<file path="config.mk">
export PLATFORM = sky130hd
export DESIGN_NAME = orv64_l2_port_arb
export DESIGN_NICKNAME = d
export VERILOG_FILES = /design/src/rtl/orv64_typedef_pkg.sv /design/src/rtl/orv64_arb_order_fifo.sv /design/src/rtl/orv64_l2_port_arb.sv
export SDC_FILE = /design/constraint.sdc
export NUM_CORES = 1
export LEC_CHECK = 0
export CORE_AREA = 2 2 649 651
export CTS_BUF_LIST = sky130_fd_sc_hd__clkbuf_8
export DETAILED_ROUTE_END_ITERATION = 10
export DIE_AREA = 0 0 651 653
export SLEW_MARGIN = 20
export SYNTH_ARGS = -nofsm -noshare
export SYNTH_HDL_FRONTEND = slang
export SYNTH_SLANG_ARGS = --single-unit
</file>
<file path="constraint.sdc">
create_clock -name clk -period 11.3 [get_ports clk]
set_input_delay 3.39 -clock clk [delete_from_list [all_inputs] [get_ports clk]]
set_output_delay 3.39 -clock clk [all_outputs]
set_load 0.05 [all_outputs]
</file>
<file path="src/rtl/orv64_typedef_pkg.sv">
// Shared ORV64 bus payload types plus the L2 port arbiter additions.
package orv64_typedef_pkg;

  localparam int unsigned ORV64_PADDR_W = 40;
  localparam int unsigned ORV64_XLEN    = 64;
  localparam int unsigned ORV64_MASK_W  = ORV64_XLEN / 8;

  // Upstream request toward the memory hierarchy.
  typedef struct packed {
    logic [ORV64_PADDR_W-1:0] addr;
    logic                     we;
    logic [ORV64_XLEN-1:0]    wdata;
    logic [ORV64_MASK_W-1:0]  mask;
  } cpu_req_t;

  // Response returned for each request.
  typedef struct packed {
    logic [ORV64_XLEN-1:0] rdata;
    logic                  err;
  } cpu_resp_t;

  localparam int unsigned ORV64_L2_ARB_PORT_CNT_DEFAULT    = 8;
  localparam int unsigned ORV64_L2_ARB_OUTSTANDING_DEFAULT = 4;
  localparam int unsigned ORV64_ARB_PORT_W = $clog2(ORV64_L2_ARB_PORT_CNT_DEFAULT);

  typedef logic [ORV64_ARB_PORT_W-1:0] orv64_arb_port_idx_t;

  // (base + off) mod modulus, valid for base < modulus and off < modulus.
  function automatic int unsigned orv64_arb_wrap_add(int unsigned base, int unsigned off,
                                                     int unsigned modulus);
    int unsigned sum;
    sum = base + off;
    if (sum >= modulus) begin
      sum = sum - modulus;
    end
    return sum;
  endfunction

endpackage

</file>
<file path="src/rtl/orv64_arb_order_fifo.sv">
// In-order FIFO of port indices: remembers which port owns each in-flight L2 transaction.
module orv64_arb_order_fifo
  import orv64_typedef_pkg::*;
#(
  parameter int unsigned DEPTH  = ORV64_L2_ARB_OUTSTANDING_DEFAULT,
  parameter int unsigned DATA_W = ORV64_ARB_PORT_W,
  parameter int unsigned CNT_W  = $clog2(DEPTH + 1)
) (
  input  logic              clk,
  input  logic              rst_n,
  input  logic              push,
  input  logic [DATA_W-1:0] push_data,
  input  logic              pop,
  output logic [DATA_W-1:0] head,
  output logic              full,
  output logic              empty,
  output logic [CNT_W-1:0]  count
);

  localparam int unsigned ADDR_W = $clog2(DEPTH);
  localparam int unsigned PTR_W  = ADDR_W + 1;

  logic [DATA_W-1:0] mem [DEPTH];
  logic [PTR_W-1:0]  wr_ptr;
  logic [PTR_W-1:0]  rd_ptr;
  logic              do_push;
  logic              do_pop;

  // Extra MSB on each pointer distinguishes full from empty when the index bits match.
  assign empty   = (wr_ptr == rd_ptr);
  assign full    = (wr_ptr[ADDR_W-1:0] == rd_ptr[ADDR_W-1:0]) &&
                   (wr_ptr[ADDR_W] != rd_ptr[ADDR_W]);
  assign do_push = push && !full;
  assign do_pop  = pop && !empty;
  assign head    = mem[rd_ptr[ADDR_W-1:0]];

  // Pointer and occupancy update.
  always_ff @(posedge clk) begin
    if (!rst_n) begin
      wr_ptr <= '0;
      rd_ptr <= '0;
      count  <= '0;
    end else begin
      if (do_push) begin
        wr_ptr <= wr_ptr + PTR_W'(1);
      end
      if (do_pop) begin
        rd_ptr <= rd_ptr + PTR_W'(1);
      end
      case ({do_push, do_pop})
        2'b10:   count <= count + CNT_W'(1);
        2'b01:   count <= count - CNT_W'(1);
        default: count <= count;
      endcase
    end
  end

  // Storage write; contents need no reset since pointers gate visibility.
  always_ff @(posedge clk) begin
    if (do_push) begin
      mem[wr_ptr[ADDR_W-1:0]] <= push_data;
    end
  end

endmodule

</file>
<file path="src/rtl/orv64_l2_port_arb.sv">
// Round-robin arbiter from PORT_CNT cpu ports onto the single L2 port, with in-order response routing.
module orv64_l2_port_arb
  import orv64_typedef_pkg::*;
#(
  parameter  int unsigned PORT_CNT    = ORV64_L2_ARB_PORT_CNT_DEFAULT,
  parameter  int unsigned OUTSTANDING = ORV64_L2_ARB_OUTSTANDING_DEFAULT,
  localparam int unsigned PORT_W      = $clog2(PORT_CNT),
  localparam int unsigned CNT_W       = $clog2(OUTSTANDING + 1)
) (
  input  logic                      clk,
  input  logic                      rst_n,
  input  logic [PORT_CNT-1:0]       cpu_req_valid,
  output logic [PORT_CNT-1:0]       cpu_req_ready,
  input  cpu_req_t [PORT_CNT-1:0]   cpu_req,
  output logic [PORT_CNT-1:0]       cpu_resp_valid,
  input  logic [PORT_CNT-1:0]       cpu_resp_ready,
  output cpu_resp_t [PORT_CNT-1:0]  cpu_resp,
  output logic                      l2_req_valid,
  input  logic                      l2_req_ready,
  output cpu_req_t                  l2_req,
  input  logic                      l2_resp_valid,
  output logic                      l2_resp_ready,
  input  cpu_resp_t                 l2_resp,
  output logic [CNT_W-1:0]          inflight_cnt,
  output logic                      err_orphan_resp
);

  logic [PORT_W-1:0] rr_ptr;
  logic [PORT_W-1:0] grant_idx;
  logic              grant_found;
  logic [PORT_W-1:0] head_idx;
  logic              fifo_full;
  logic              fifo_empty;
  logic              slot_free;
  logic              credit_ok;
  logic              accept;
  logic              resp_pop;
  logic              orphan_seen;

  // FIFO depth equals OUTSTANDING, so "not full" is exactly inflight_cnt < OUTSTANDING.
  assign slot_free   = !l2_req_valid || l2_req_ready;
  assign credit_ok   = !fifo_full;
  assign accept      = rst_n && slot_free && credit_ok && grant_found;
  assign resp_pop    = l2_resp_valid && l2_resp_ready && !fifo_empty;
  assign orphan_seen = l2_resp_valid && fifo_empty;

  // Grant the first valid port at or after rr_ptr, wrapping modulo PORT_CNT.
  always_comb begin
    grant_idx   = '0;
    grant_found = 1'b0;
    for (int unsigned off = 0; off < PORT_CNT; off++) begin
      if (!grant_found &&
          cpu_req_valid[PORT_W'(orv64_arb_wrap_add(32'(rr_ptr), off, PORT_CNT))]) begin
        grant_idx   = PORT_W'(orv64_arb_wrap_add(32'(rr_ptr), off, PORT_CNT));
        grant_found = 1'b1;
      end
    end
  end

  // One-hot ready to the granted port only.
  always_comb begin
    cpu_req_ready            = '0;
    cpu_req_ready[grant_idx] = accept;
  end

  // Route the L2 response to the port at the FIFO head; orphans are swallowed.
  always_comb begin
    cpu_resp_valid = '0;
    l2_resp_ready  = 1'b0;
    if (rst_n) begin
      if (fifo_empty) begin
        l2_resp_ready = 1'b1;
      end else begin
        cpu_resp_valid[head_idx] = l2_resp_valid;
        l2_resp_ready            = cpu_resp_ready[head_idx];
      end
    end
  end

  // Response payload is broadcast; only the routed valid qualifies it.
  always_comb begin
    for (int unsigned p = 0; p < PORT_CNT; p++) begin
      cpu_resp[p] = l2_resp;
    end
  end

  // L2 request slot, round-robin pointer and sticky orphan flag.
  always_ff @(posedge clk) begin
    if (!rst_n) begin
      l2_req_valid    <= 1'b0;
      l2_req          <= '0;
      rr_ptr          <= '0;
      err_orphan_resp <= 1'b0;
    end else begin
      if (accept) begin
        l2_req       <= cpu_req[grant_idx];
        l2_req_valid <= 1'b1;
        rr_ptr       <= PORT_W'(orv64_arb_wrap_add(32'(grant_idx), 1, PORT_CNT));
      end else if (slot_free) begin
        l2_req_valid <= 1'b0;
      end
      if (orphan_seen) begin
        err_orphan_resp <= 1'b1;
      end
    end
  end

  orv64_arb_order_fifo #(
    .DEPTH  (OUTSTANDING),
    .DATA_W (PORT_W),
    .CNT_W  (CNT_W)
  ) u_order_fifo (
    .clk       (clk),
    .rst_n     (rst_n),
    .push      (accept),
    .push_data (grant_idx),
    .pop       (resp_pop),
    .head      (head_idx),
    .full      (fifo_full),
    .empty     (fifo_empty),
    .count     (inflight_cnt)
  );

endmodule

</file>
==> results.json <==
{
  "run_status": "finished clean",
  "post_cts_hold_buffer_count": 0,
  "static-leakage-power_nw": 11.0,
  "cts_resized": 0,
  "synthesis.nets": 3101,
  "core.rowCount": 238,
  "rsz_0062_raised_after_global_routing": "no",
  "worstPathCellList": "clkdlybuf4s50_1 > mux4_2 > or4_4 > nor2_1 > a32o_2 > a21oi_4 > nor2_8 > inv_8 > nor3_1 > buf_12",
  "post_drt_via_cell_ratio": 2.46,
  "clock_tree_from_tritoncts": "built",
  "finalHoldViolCount": 0,
  "total_die_area_um2": 425000,
  "antenna_left": 0,
  "post_route_clock_skew_ns": 0.0554,
  "critPathBufInv": 3,
  "synth_common_cells": "sky130_fd_sc_hd__buf_4 (537), sky130_fd_sc_hd__mux2i_1 (464), sky130_fd_sc_hd__a2111oi_0 (226)",
  "final_util": 0.0790,
  "floorplan.io_pins": 1644,
  "timing.hold.worst.class": "reg2reg",
  "timing.max_slew.rel_slack": 0.0903,
  "antenna_found_initial": 132,
  "yosysWarnings": 0,
  "maxCapViolCount": 0,
  "track_usage": 0.115,
  "crit_path_max_fanout": 10,
  "fin_crit_sh": 0.954,
  "setup.reg_to_reg.worst_slack_ns": 3.97,
  "count_of_unique_library_cells_instantiated_by_yosys": 70,
  "critPathMaxStageDelay_ns": 0.65,
  "final.setup.tns_ns": 0,
  "transition_time_at_the_pin_with_the_least_slew_margin_ns": 1.36,
  "syn_avg_cell_area_um2": 9.01,
  "cts.reportedPaths.clkPinSlew_ns": 0.08,
  "clock_tree.root_cell": "sky130_fd_sc_hd__clkbuf_8",
  "cell_depth_of_the_worst_flop_to_flop_path": 14,
  "io_buffer_count": 1058,
  "synth_to_layout_area_growth_pct": 74.5,
  "dpl.cell_count": 8087,
  "power.ir.vdd_worst_uv": 375,
  "tritoncts_num_sinks": 141,
  "cts_made_buffers": 21,
  "total_power_mw": 11.7,
  "whs_path_depth": 1,
  "drt_iter0_drc": 1676,
  "first_pass_iters": 6,
  "gp_routability_congestion": 0.855,
  "min-delay-start": "l2_req[23]$_SDFFE_PN0P_",
  "synth_area_leader_cell": "sky130_fd_sc_hd__mux2i_1",
  "max-clock-path-buffers": 3,
  "die_h_um": 653,
  "drive_gt1_frac": 0.116,
  "fp.dieW_um": 651,
  "htreeDepth": 4,
  "area_of_the_core_region_um2": 418000,
  "wl_um": 255000,
  "insertion_delay_ns": 0.71,
  "r2r-end": "l2_req[5]$_SDFFE_PN0P_",
  "grt_start_max_net_pins": 119,
  "drv_slew": 0,
  "min_delay_worst_endpoint": "l2_req[23]$_SDFFE_PN0P_",
  "fill_cells": 48774,
  "synthesized_instance_count": 2102,
  "final_critical_period_ns": 10.78,
  "nets": 3589,
  "start_util": 0.0453,
  "synth_enable_flop_cells": 12,
  "power-per-cell-area_nw_per_um2": 353,
  "max_clock_freq_mhz": 92.8,
  "vias": 20012,
  "critical_path_end_type": "output pin",
  "grt_pass1_wl_um": 297000,
  "critical-path-top-delay-family": "simple AND/OR/NAND/NOR gates",
  "post-synth-top-area-fraction": 0.245,
  "via_count_of_the_first_global_routing_pass": 19356,
  "timing.final.setup_violations": 0,
  "critical_path.reg2reg.startpoint": "rr_ptr[0]$_SDFFE_PN0P_",
  "worst-setup-path-type": "in2out",
  "timing.critical_path.from_type": "input pin",
  "overflow": 0,
  "critPathRequiredTime_ns": 7.91,
  "route.detailed.wl_per_inst_um": 31.3,
  "synth-main-ff-cell": "sky130_fd_sc_hd__dfxtp_1",
  "synthTopCellsByArea": "sky130_fd_sc_hd__mux2i_1 (25%), sky130_fd_sc_hd__buf_4 (21%), sky130_fd_sc_hd__dfxtp_1 (14%), sky130_fd_sc_hd__a2111oi_0 (10%), sky130_fd_sc_hd__a221o_1 (6.0%)",
  "yosysSeqAreaShare": 0.155,
  "ys_async_sr_fraction": 0,
  "syn-cell-area_um2": 18900,
  "worst_path_max_delay_cell": "sky130_fd_sc_hd__mux4_2",
  "synth_most_common_cell": "sky130_fd_sc_hd__buf_4",
  "detailed_place_hpwl_um": 228000,
  "worst_ep_arrival_time_ns": 7.39,
  "remaining_drc_errors": 0,
  "synth-seq-cells": 141,
  "cts_post_setup_buffers_inserted": 0,
  "layout.cells.non_filler": 8149
}
sequential cells by signal (all words and copies together) (netlist names), named ones only:
signal               count
l2_req_valid             1
l2_req                 113
u_order_fifo.mem        12
rr_ptr                   3
u_order_fifo.wr_ptr      3
u_order_fifo.rd_ptr      3
err_orphan_resp          1
u_order_fifo.count       3
per-stage QoR:
step           setup slack, ns  area, um2  hold slack [ns]
2_1_floorplan            0.959      18900            0.490
3_3_place_gp             0.589      32500            0.468
3_5_place_dp             0.568      32600            0.471
4_1_cts                  0.564      33000            0.495
5_1_grt                  0.435      33000            0.519
6_report                 0.524      33100            0.496
per-layer routing:
metal,wire (um),vias up,track usage
li1,-,8470,-
met1,88000,9482,0.115
met2,126000,1655,0.202
met3,33900,345,0.0671
met4,7180,60,0.0262
met5,386,-,0.00215
worst register-to-register path: cells and delay by family, from the launching register on:
family	cells	cell delay, ns
flip-flops	1	0.32
multiplexers	2	0.91
buffers and inverters	5	2.53
AO/OA/AOI/OAI	5	2.43
AND/OR/NAND/NOR	1	0.27
adder cells (fa/ha/maj)	1	0.82
power breakdown:
group	internal, mW	switching (mW)	leakage, nW	total, mW
registers	0.742	0.119	1.18	0.860
clock network	0.237	0.352	0.222	0.589
logic	3.31	6.92	9.58	10.2
total	4.29	7.39	11.0	11.7
final cells by class:
class	count	area, um2	share of cell area
Clock inverter	9	103	0.00310
Antenna cell	30	75.1	0.00227
Inverter	125	484	0.0146
Clock buffer	23	317	0.00957
Timing Repair Buffer	1181	11600	0.350
Sequential cell	141	2940	0.0890
Multi-Input combinational cell	1120	10700	0.323
Tap cell	5520	6910	0.209
worst max-delay path by stage:
| stage | to | cells past startpoint | slack (ns) | start |
|---|---|---|---|---|
| 4_1_cts | cpu_req_ready[0] | 10 | 0.56 | cpu_req_valid[4] |
| 3_5_place_dp | cpu_req_ready[0] | 10 | 0.57 | cpu_req_valid[4] |
| 6_report | cpu_req_ready[0] | 10 | 0.52 | cpu_req_valid[4] |
| 5_1_grt | cpu_req_ready[0] | 10 | 0.43 | cpu_req_valid[4] |
| 3_3_place_gp | cpu_req_ready[0] | 10 | 0.59 | cpu_req_valid[5] |
| 2_1_floorplan | cpu_req_ready[1] | 11 | 0.96 | cpu_req_valid[7] |
logic make-up (layout without fill, tap and decap cells):
group / Yosys count / in the layout / synth area share
AND/OR/NAND/NOR: 113 / 113 / 0.0314
buffers and inverters: 841 / 1338 / 0.300
multiplexers: 488 / 488 / 0.269
AO/OA/AOI/OAI: 497 / 497 / 0.231
other: 0 / 30 / 0
XOR/XNOR: 12 / 12 / 0.00555
adder cells (fa/ha/maj): 10 / 10 / 0.00700
flip-flops: 141 / 141 / 0.155
placed cells by master, fill, tap and decap left out, types with 5 or more instances in the layout:
cell / count
sky130_fd_sc_hd__clkdlybuf4s50_1: 1018
sky130_fd_sc_hd__mux2i_1: 433
sky130_fd_sc_hd__a2111oi_0: 179
sky130_fd_sc_hd__buf_4: 141
sky130_fd_sc_hd__dfxtp_1: 129
sky130_fd_sc_hd__inv_1: 123
sky130_fd_sc_hd__a211oi_1: 116
sky130_fd_sc_hd__a221o_1: 113
sky130_fd_sc_hd__diode_2: 30
sky130_fd_sc_hd__nor2_1: 30
sky130_fd_sc_hd__mux2i_2: 30
sky130_fd_sc_hd__nand2_1: 26
sky130_fd_sc_hd__a2111oi_1: 24
sky130_fd_sc_hd__a2111oi_2: 23
sky130_fd_sc_hd__clkbuf_8: 23
sky130_fd_sc_hd__mux4_2: 15
sky130_fd_sc_hd__buf_12: 13
sky130_fd_sc_hd__edfxtp_1: 12
sky130_fd_sc_hd__ha_1: 9
sky130_fd_sc_hd__nor2b_1: 8
sky130_fd_sc_hd__xnor2_1: 8
sky130_fd_sc_hd__mux2_2: 8
sky130_fd_sc_hd__o21ai_0: 8
sky130_fd_sc_hd__and2_1: 8
sky130_fd_sc_hd__buf_2: 7
sky130_fd_sc_hd__nand3b_1: 6
sky130_fd_sc_hd__nand2b_1: 6
sky130_fd_sc_hd__nand3_1: 6
sky130_fd_sc_hd__clkinv_2: 5
(Power assumes the default switching activity.)
